<file path="src/rtl/hispi_sync_decoder.sv">
// hispi_sync_decoder: word-level HiSPi receiver front end.
// Finds the 4-word sync sequence (all-ones, zero, zero, code) on lane 0 and
// decodes SOF/SOL/EOL/EOF. It then emits a framed pixel stream with fval/lval,
// per-line/per-frame size statistics and a protocol error pulse.
// Ports:
//   sclk, rst              word clock, synchronous active-high reset
//   din_valid, lane_data   one word per lane; lane k at [k*W +: W]
//   pix_valid, pix_data    registered pixel word, pix_data holds when idle
//   fval, lval             frame / line valid levels
//   sof_p, eof_p, sync_err one-cycle pulses
//   line_width             pixel words in the last completed line
//   frame_lines            lines in the last completed frame
module hispi_sync_decoder #(
  parameter int unsigned c_PER_LANE_WIDTH = 10,
  parameter int unsigned c_LANE_WIDTH     = 4
) (
  input  logic                                     sclk,
  input  logic                                     rst,
  input  logic                                     din_valid,
  input  logic [c_LANE_WIDTH*c_PER_LANE_WIDTH-1:0] lane_data,
  output logic                                     pix_valid,
  output logic [c_LANE_WIDTH*c_PER_LANE_WIDTH-1:0] pix_data,
  output logic                                     fval,
  output logic                                     lval,
  output logic                                     sof_p,
  output logic                                     eof_p,
  output logic                                     sync_err,
  output logic [15:0]                              line_width,
  output logic [15:0]                              frame_lines
);

  localparam int unsigned W  = c_PER_LANE_WIDTH;
  localparam int unsigned DW = c_LANE_WIDTH * c_PER_LANE_WIDTH;

  localparam logic [4:0] CODE_SOF = 5'b00011;
  localparam logic [4:0] CODE_SOL = 5'b00001;
  localparam logic [4:0] CODE_EOL = 5'b00101;
  localparam logic [4:0] CODE_EOF = 5'b00111;

  typedef enum logic [2:0] {
    HUNT   = 3'd0,
    S_ONES = 3'd1,
    S_Z1   = 3'd2,
    S_Z2   = 3'd3,
    ACTIVE = 3'd4
  } state_e;

  state_e         state_q, state_d;
  logic           pix_valid_q, pix_valid_d;
  logic [DW-1:0]  pix_data_q, pix_data_d;
  logic           fval_q, fval_d;
  logic           lval_q, lval_d;
  logic           sof_q, sof_d;
  logic           eof_q, eof_d;
  logic           err_q, err_d;
  logic [15:0]    line_width_q, line_width_d;
  logic [15:0]    frame_lines_q, frame_lines_d;
  logic [15:0]    pix_cnt_q, pix_cnt_d;
  logic [15:0]    line_cnt_q, line_cnt_d;

  // Lane 0 classification; only lane 0 carries sync decisions.
  logic [W-1:0] lane0;
  logic         is_ones, is_zero, code_hi_ok;
  logic [4:0]   code;

  assign lane0      = lane_data[W-1:0];
  assign is_ones    = &lane0;
  assign is_zero    = ~|lane0;
  assign code_hi_ok = ~|lane0[W-1:5];
  assign code       = lane0[4:0];

  function automatic logic [15:0] sat_inc(input logic [15:0] v);
    return (v == 16'hFFFF) ? v : v + 16'd1;
  endfunction

  // State register
  always_ff @(posedge sclk) begin
    if (rst) state_q <= HUNT;
    else     state_q <= state_d;
  end

  // Next-state logic
  always_comb begin
    state_d = state_q;
    if (din_valid) begin
      unique case (state_q)
        HUNT:    if (is_ones) state_d = S_ONES;
        S_ONES:  begin
          if (is_ones)      state_d = S_ONES;
          else if (is_zero) state_d = S_Z1;
          else              state_d = HUNT;
        end
        S_Z1:    state_d = is_zero ? S_Z2 : HUNT;
        S_Z2:    begin
          state_d = HUNT;
          if (code_hi_ok && ((code == CODE_SOF) || ((code == CODE_SOL) && fval_q)))
            state_d = ACTIVE;
        end
        ACTIVE:  if (is_ones) state_d = S_ONES;
        default: state_d = HUNT;
      endcase
    end
  end

  // Output / datapath next values; pulses default low, levels and stats hold
  always_comb begin
    pix_valid_d   = 1'b0;
    sof_d         = 1'b0;
    eof_d         = 1'b0;
    err_d         = 1'b0;
    pix_data_d    = pix_data_q;
    fval_d        = fval_q;
    lval_d        = lval_q;
    line_width_d  = line_width_q;
    frame_lines_d = frame_lines_q;
    pix_cnt_d     = pix_cnt_q;
    line_cnt_d    = line_cnt_q;
    if (din_valid) begin
      unique case (state_q)
        HUNT: ;
        S_ONES: begin
          // A broken sync during blanking only matters inside a frame.
          if (!is_ones && !is_zero) begin
            err_d  = fval_q;
            lval_d = 1'b0;
          end
        end
        S_Z1: begin
          if (!is_zero) begin
            err_d  = 1'b1;
            lval_d = 1'b0;
          end
        end
        S_Z2: begin
          lval_d = 1'b0;
          if (!code_hi_ok) begin
            err_d = 1'b1;
          end else begin
            unique case (code)
              CODE_SOF: begin
                sof_d      = 1'b1;
                err_d      = fval_q;
                fval_d     = 1'b1;
                pix_cnt_d  = '0;
                line_cnt_d = '0;
              end
              CODE_SOL: begin
                if (fval_q) pix_cnt_d = '0;
                else        err_d     = 1'b1;
              end
              CODE_EOL: begin
                if (fval_q) begin
                  line_width_d = pix_cnt_q;
                  line_cnt_d   = sat_inc(line_cnt_q);
                end else begin
                  err_d = 1'b1;
                end
              end
              CODE_EOF: begin
                if (fval_q) begin
                  eof_d         = 1'b1;
                  fval_d        = 1'b0;
                  line_width_d  = pix_cnt_q;
                  line_cnt_d    = sat_inc(line_cnt_q);
                  frame_lines_d = sat_inc(line_cnt_q);
                end else begin
                  err_d = 1'b1;
                end
              end
              default: err_d = 1'b1;
            endcase
          end
        end
        ACTIVE: begin
          if (is_ones) begin
            lval_d = 1'b0;
          end else begin
            pix_valid_d = 1'b1;
            pix_data_d  = lane_data;
            lval_d      = 1'b1;
            pix_cnt_d   = sat_inc(pix_cnt_q);
          end
        end
        default: lval_d = 1'b0;
      endcase
    end
  end

  // Output and counter registers
  always_ff @(posedge sclk) begin
    if (rst) begin
      pix_valid_q   <= 1'b0;
      pix_data_q    <= '0;
      fval_q        <= 1'b0;
      lval_q        <= 1'b0;
      sof_q         <= 1'b0;
      eof_q         <= 1'b0;
      err_q         <= 1'b0;
      line_width_q  <= '0;
      frame_lines_q <= '0;
      pix_cnt_q     <= '0;
      line_cnt_q    <= '0;
    end else begin
      pix_valid_q   <= pix_valid_d;
      pix_data_q    <= pix_data_d;
      fval_q        <= fval_d;
      lval_q        <= lval_d;
      sof_q         <= sof_d;
      eof_q         <= eof_d;
      err_q         <= err_d;
      line_width_q  <= line_width_d;
      frame_lines_q <= frame_lines_d;
      pix_cnt_q     <= pix_cnt_d;
      line_cnt_q    <= line_cnt_d;
    end
  end

  assign pix_valid   = pix_valid_q;
  assign pix_data    = pix_data_q;
  assign fval        = fval_q;
  assign lval        = lval_q;
  assign sof_p       = sof_q;
  assign eof_p       = eof_q;
  assign sync_err    = err_q;
  assign line_width  = line_width_q;
  assign frame_lines = frame_lines_q;

endmodule

</file>
<file path="config.mk">
export PLATFORM = sky130hd
export DESIGN_NAME = hispi_sync_decoder
export DESIGN_NICKNAME = d
export VERILOG_FILES = /design/src/rtl/hispi_sync_decoder.sv
export SDC_FILE = /design/constraint.sdc
export NUM_CORES = 1
export LEC_CHECK = 0
export BUFFER_PORTS_ARGS = -buffer_cell sky130_fd_sc_hd__clkbuf_2
export CORE_ASPECT_RATIO = 1.2
export CORE_UTILIZATION = 49
export DETAILED_ROUTE_END_ITERATION = 8
export GPL_TIMING_DRIVEN = 0
export PLACE_DENSITY = 0.77
export SETUP_SLACK_MARGIN = 0.05
export SLEW_MARGIN = 30
export SYNTH_ARGS = -nofsm -noshare
export SYNTH_HDL_FRONTEND = slang
export SYNTH_SLANG_ARGS = --single-unit
</file>
<file path="constraint.sdc">
create_clock -name sclk -period 2.1 [get_ports sclk]
set_clock_uncertainty 0.2 [all_clocks]
set_input_delay 0.42 -clock sclk [delete_from_list [all_inputs] [get_ports sclk]]
set_output_delay 0.42 -clock sclk [all_outputs]
set_load 0.01 [all_outputs]
</file>
-- Word level (Yosys, flattened, before mapping)
Index checks and enable logic that the tools add are counted.
- flip-flop bits (word level): 113
- word-level logic and storage cells: 96
- input bits: 43
- output and inout bits: 78
- equality and inequality tests: 19
- reduce and logical (&&, ||, !) cells: 28
- bitwise operators: 7
- $add $sub $neg: 2
- multiplexer cells: 28
- operators by type and width (operator ; number):
    $mux 16 ; 6
    $pmux 16 s2 ; 3
    $add 16x1->16 const B ; 2
    $eq 16x16->1 const B ; 2
    $reduce_and 5->1 ; 3
    $pmux 3 s4 ; 1
    $eq 5x3->1 const B ; 2
    $ne 2x2->1 const B ; 5
    $reduce_and 10->1 ; 1
    $reduce_or 10->1 ; 1
    $mux 1 ; 9
    $reduce_or 9->1 ; 1
    $reduce_and 4->1 ; 2
    $reduce_or 8->1 ; 1
    $not 1->1 ; 7
    $reduce_and 7->1 ; 1
    $eq 3x2->1 const B ; 2
    $mux 2 ; 3
    $mux 3 ; 2
    $ne 3x3->1 const B ; 2
    $reduce_bool 2->1 ; 3
    $reduce_or 2->1 ; 3
    $reduce_or 3->1 ; 2
    $eq 5x1->1 const B ; 1
    other kinds (14) ; 19

-- Longest topological paths before layout
- word-level depth: 6
- depth in mapped cells: 7
- gate-level depth less buffers: 6

-- Worst setup path after synthesis
Ideal clock, no wire load.
- kind: input-to-reg
- from: in lane_data[5]
- to: reg pix_cnt_q[15]
- path buffers: 0
- arrival: 1731 ps
- stages on the path: 5
- required time: 1785 ps
- path slack: 54 ps
- setup time: 115 ps
- cell sequence: nor3_2 -> nand3_1 -> o221a_2 -> o31a_1 -> o21a_1
- cells in the longest elaborated chain, start to end: 3
- elaborated cells on any way between the ends: 5
- classes of those cells: eq/ne (2); reduce/logical (3)
- RTL lines (item ; RTL line ; RTL):
    start: declaration ; 20 ; input logic [c_LANE_WIDTH*c_PER_LANE_WIDTH-1:0] lane_data,
    $reduce_and 10->1 / $reduce_or 5->1 (equally long branches) ; 67, 69 ;
    $ne 2x2->1 (no source line) ; -- ;
    $reduce_and 7->1 (no source line) (*) ; -- ;
    end signal: assignment ; 213 ; pix_cnt_q <= pix_cnt_d;
    end: declaration ; 58 ; logic [15:0] pix_cnt_q, pix_cnt_d;
Mark *: on every way between the ends. The rest lies on a longest branch, timed or not.
A chain may end at the register's enable or synchronous reset.

-- Final worst setup path
- from: reg state_q[2]
- to: reg pix_cnt_q[14]
- cells in the longest elaborated chain, start to end: 3
- elaborated cells on any way between the ends: 10
- classes of those cells: eq/ne (7); mux (1); reduce/logical (2)
- RTL lines (item ; RTL line ; RTL):
    start: declaration ; 48 ; state_e state_q, state_d;
    start signal: assignment ; 79 ; else state_q <= state_d;
    $eq 3x2->1 / $eq 3x3->1 (equally long branches) ; 119 ; unique case (state_q)
    $ne 3x3->1 (no source line) (tied with other cells) ; -- ;
    $reduce_and 7->1 (no source line) ; -- ;
Several ways; a longest one is shown, not always the timed one.

==> flow_summary.yaml <==
outcome:
  status: "completed"
timing:
  rsz0062_at_grt: "yes"
  slew_viol_final: 0
  period_needed_ns: 2.044
  report.final.hold_viol_count: 0
  finalSetupTns_ns: 0
  period_share_pct: 97.32
  fmax_mhz: 489.3
  slew_headroom_pct: 51.23
  worstMarginPinSlew_ns: 0.7316
  setup_viol_count_final: 0
logic_synthesis:
  synth_warnings: 0
  synth_top_area_share_pct: 43.92
  synthTopCellsByArea: "dfxtp_1 44%, nand2_1 10%, a21oi_1 7.6%"
  netlist_area_mm2: 0.005151
  async_flop_share_pct: 0
  synth_largest_area_cell: "dfxtp_1"
  ys_types: 71
  synth_edf_count: 0
  synth_flop_cell: "dfxtp_1"
  postSynthCellCount: 634
  syn-num-nets: 679
  synth-seq-cells: 113
  synth_area_per_cell_um2: 8.125
  synth_seq_area_share_pct: 43.92
global_routing:
  grt_pass1_vias: 5150
  grt_pass1_wl_mm: 23.82
  antenna_found_initial: 0
  grt_overflow: 0
  grt_max_degree: 17
  grt_use_total_pct: 28.10
clock_tree:
  cts.clk_slew.worst_paths_ns: 0.06
  htree_levels: 4
  holdBufCountCts: 0
  cts.path.max_buffers: 2
  cts_buffers: 17
  cts_tree: "built"
  clk_root_buffer_cell: "clkbuf_16"
  clkSinkCount: 113
  clk_latency_ns: 0.42
route:
  via_per_inst: 5.845
  drt_iter0_markers: 346
  avgRoutedWirePerCell_um: 16.90
  dr.pass1.iters: 7
  drt_wl_total_mm: 16.04
  via_count: 5547
  drc: 0
  final_antenna_net_count: 0
floorplanning:
  die_w_um: 95.60
  num_io_pins: 121
  fp-row-count: 40
  die_h_um: 114.3
  core_area_mm2: 0.01011
  start_util_pct: 50.95
  die-area_mm2: 0.01093
layout:
  fill_cells: 746
  most-common-layout-cells: "139 x nand2_1, 124 x clkbuf_2, 104 x dfxtp_1"
  drive_gt1_share_pct: 33.54
  area_growth_pct: 39.96
  diodes: 0
  final_common_cell: "nand2_1"
  nets: 855
  final_core_util_pct: 71.31
setup_path:
  startpoint_type: "flip-flop"
  crit_path_max_fanout: 9
  crit_type: "reg -> reg"
  cp.required_ns: 2.23
  critPathCaptureType: "flip-flop"
  worstPathArrival_ns: 2.18
placement:
  io_buffers: 119
  place_hpwl_mm: 10.20
  gp_congestion: 0.9264
min_path:
  hold_class: "in -> reg"
job:
  drv_cap: 0
power:
  p_leak_nw: 2.820
  ir_worst_vdd_v: 0.0005900
  p_per_area_mw_per_mm2: 720.2
-- timing repair --
item	in CTS	in global routing
resized for setup	39	80
setup buffers	20	22
gates cloned	1	1
endpoints found under the setup margin	103	91
endpoints found under the hold margin	0	0
pin swaps	6	19
-- synthesized netlist by cell type (2+ instances only) --
cell type	number
a21oi_1	78
o21a_1	4
nor3_2	5
and3_1	4
o41ai_1	3
xnor2_1	7
and4_1	8
or4_1	2
nand4b_1	4
and2_0	2
a211oi_1	10
o211ai_1	10
buf_2	14
a211o_1	3
a41oi_1	2
a31oi_1	5
clkbuf_1	21
or3_1	12
nor2_1	30
o21ai_0	21
nor3_1	10
nand2b_1	4
mux2i_1	7
a2111oi_0	2
o21ai_2	2
o311ai_0	3
nand2_1	142
nand3_1	27
o31ai_1	4
and2_1	2
xor2_1	2
buf_1	3
ha_1	2
nor4_1	3
nand4_1	11
dfxtp_1	113
inv_1	18
-- kinds of logic (layout without fill, tap and decap cells) --
group,Yosys count,count (layout),share of synthesized area (%)
mux,7,7,1.360
xor+xnor,9,9,1.530
fa+ha+maj,2,2,0.4857
simple gates,282,282,27.93
buf+inv,57,246,4.639
compound gates,164,164,20.14
flops,113,113,43.92
-- flip-flops by register name (all words and copies together) (netlist names) --
signal / cells
pix_data: 40
frame_lines: 16
line_cnt_q: 16
line_width: 16
pix_cnt_q: 16
state_q: 3
eof_p: 1
fval: 1
lval: 1
pix_valid: 1
sof_p: 1
sync_err: 1
-- layout make-up --
| class | count | area (um^2) | area share [%] |
|---|---|---|---|
| clock inverters | 12 | 133.9 | 1.857 |
| flip-flops and latches | 113 | 2286 | 31.71 |
| repair buffers | 162 | 970.9 | 13.47 |
| plain buffers | 34 | 226.5 | 3.141 |
| well taps | 126 | 157.7 | 2.187 |
| multi-input cells | 464 | 2900 | 40.23 |
| clock buffers | 20 | 466.7 | 6.473 |
| inverters | 18 | 67.56 | 0.9372 |
-- metal layers --
metal | GRT usage, % | part of all wire (%)
met5 | 0 | 0
met4 | 14.83 | 3.9
met3 | 6.441 | 6.1
met2 | 48.86 | 51
met1 | 31.48 | 38
-- stage by stage --
step | power [mW] | hold WS, ns | setup slack (ns) | cells | area (um^2)
floorplan | 2.258 | 0.2543 | 0.05433 | 634 | 5151
global placement | 2.331 | 0.2392 | -0.3309 | 879 | 5904
detailed placement | 2.334 | 0.2461 | -0.3638 | 879 | 5904
CTS | 5.187 | 0.01503 | -0.007442 | 932 | 6820
global route | 5.332 | 0.01958 | -0.01660 | 949 | 7209
finish | 5.192 | 0.01838 | 0.05628 | 949 | 7209
-- worst paths after layout --
| kind | from | endpoint | slack (ns) | depth (start not counted) |
|---|---|---|---|---|
| min reg2reg | line_width[11] | line_width[11] | 0.25 | 2 |
| max | state_q[2] | pix_cnt_q[14] | 0.06 | 6 |
| min | lane_data[35] | pix_data[35] | 0.02 | 3 |
| max reg2reg | state_q[2] | pix_cnt_q[14] | 0.06 | 6 |
-- critical path, stage by stage (launching register included) --
cell and delay [ns]:
dfxtp_2 0.34, buf_6 0.11, or3b_4 0.40, buf_8 0.15, o21ai_4 0.36, nor2_2 0.14, a311oi_2 0.25
-- where the power goes --
part	internal, mW	switching [mW]	leakage (nW)	total (mW)
sequential	2.14	0.00170	0.916	2.14
clock	1.84	1.05	0.280	2.88
combinational	0.0516	0.115	1.62	0.166
total	4.03	1.17	2.82	5.19
(Power assumes the default switching activity.)
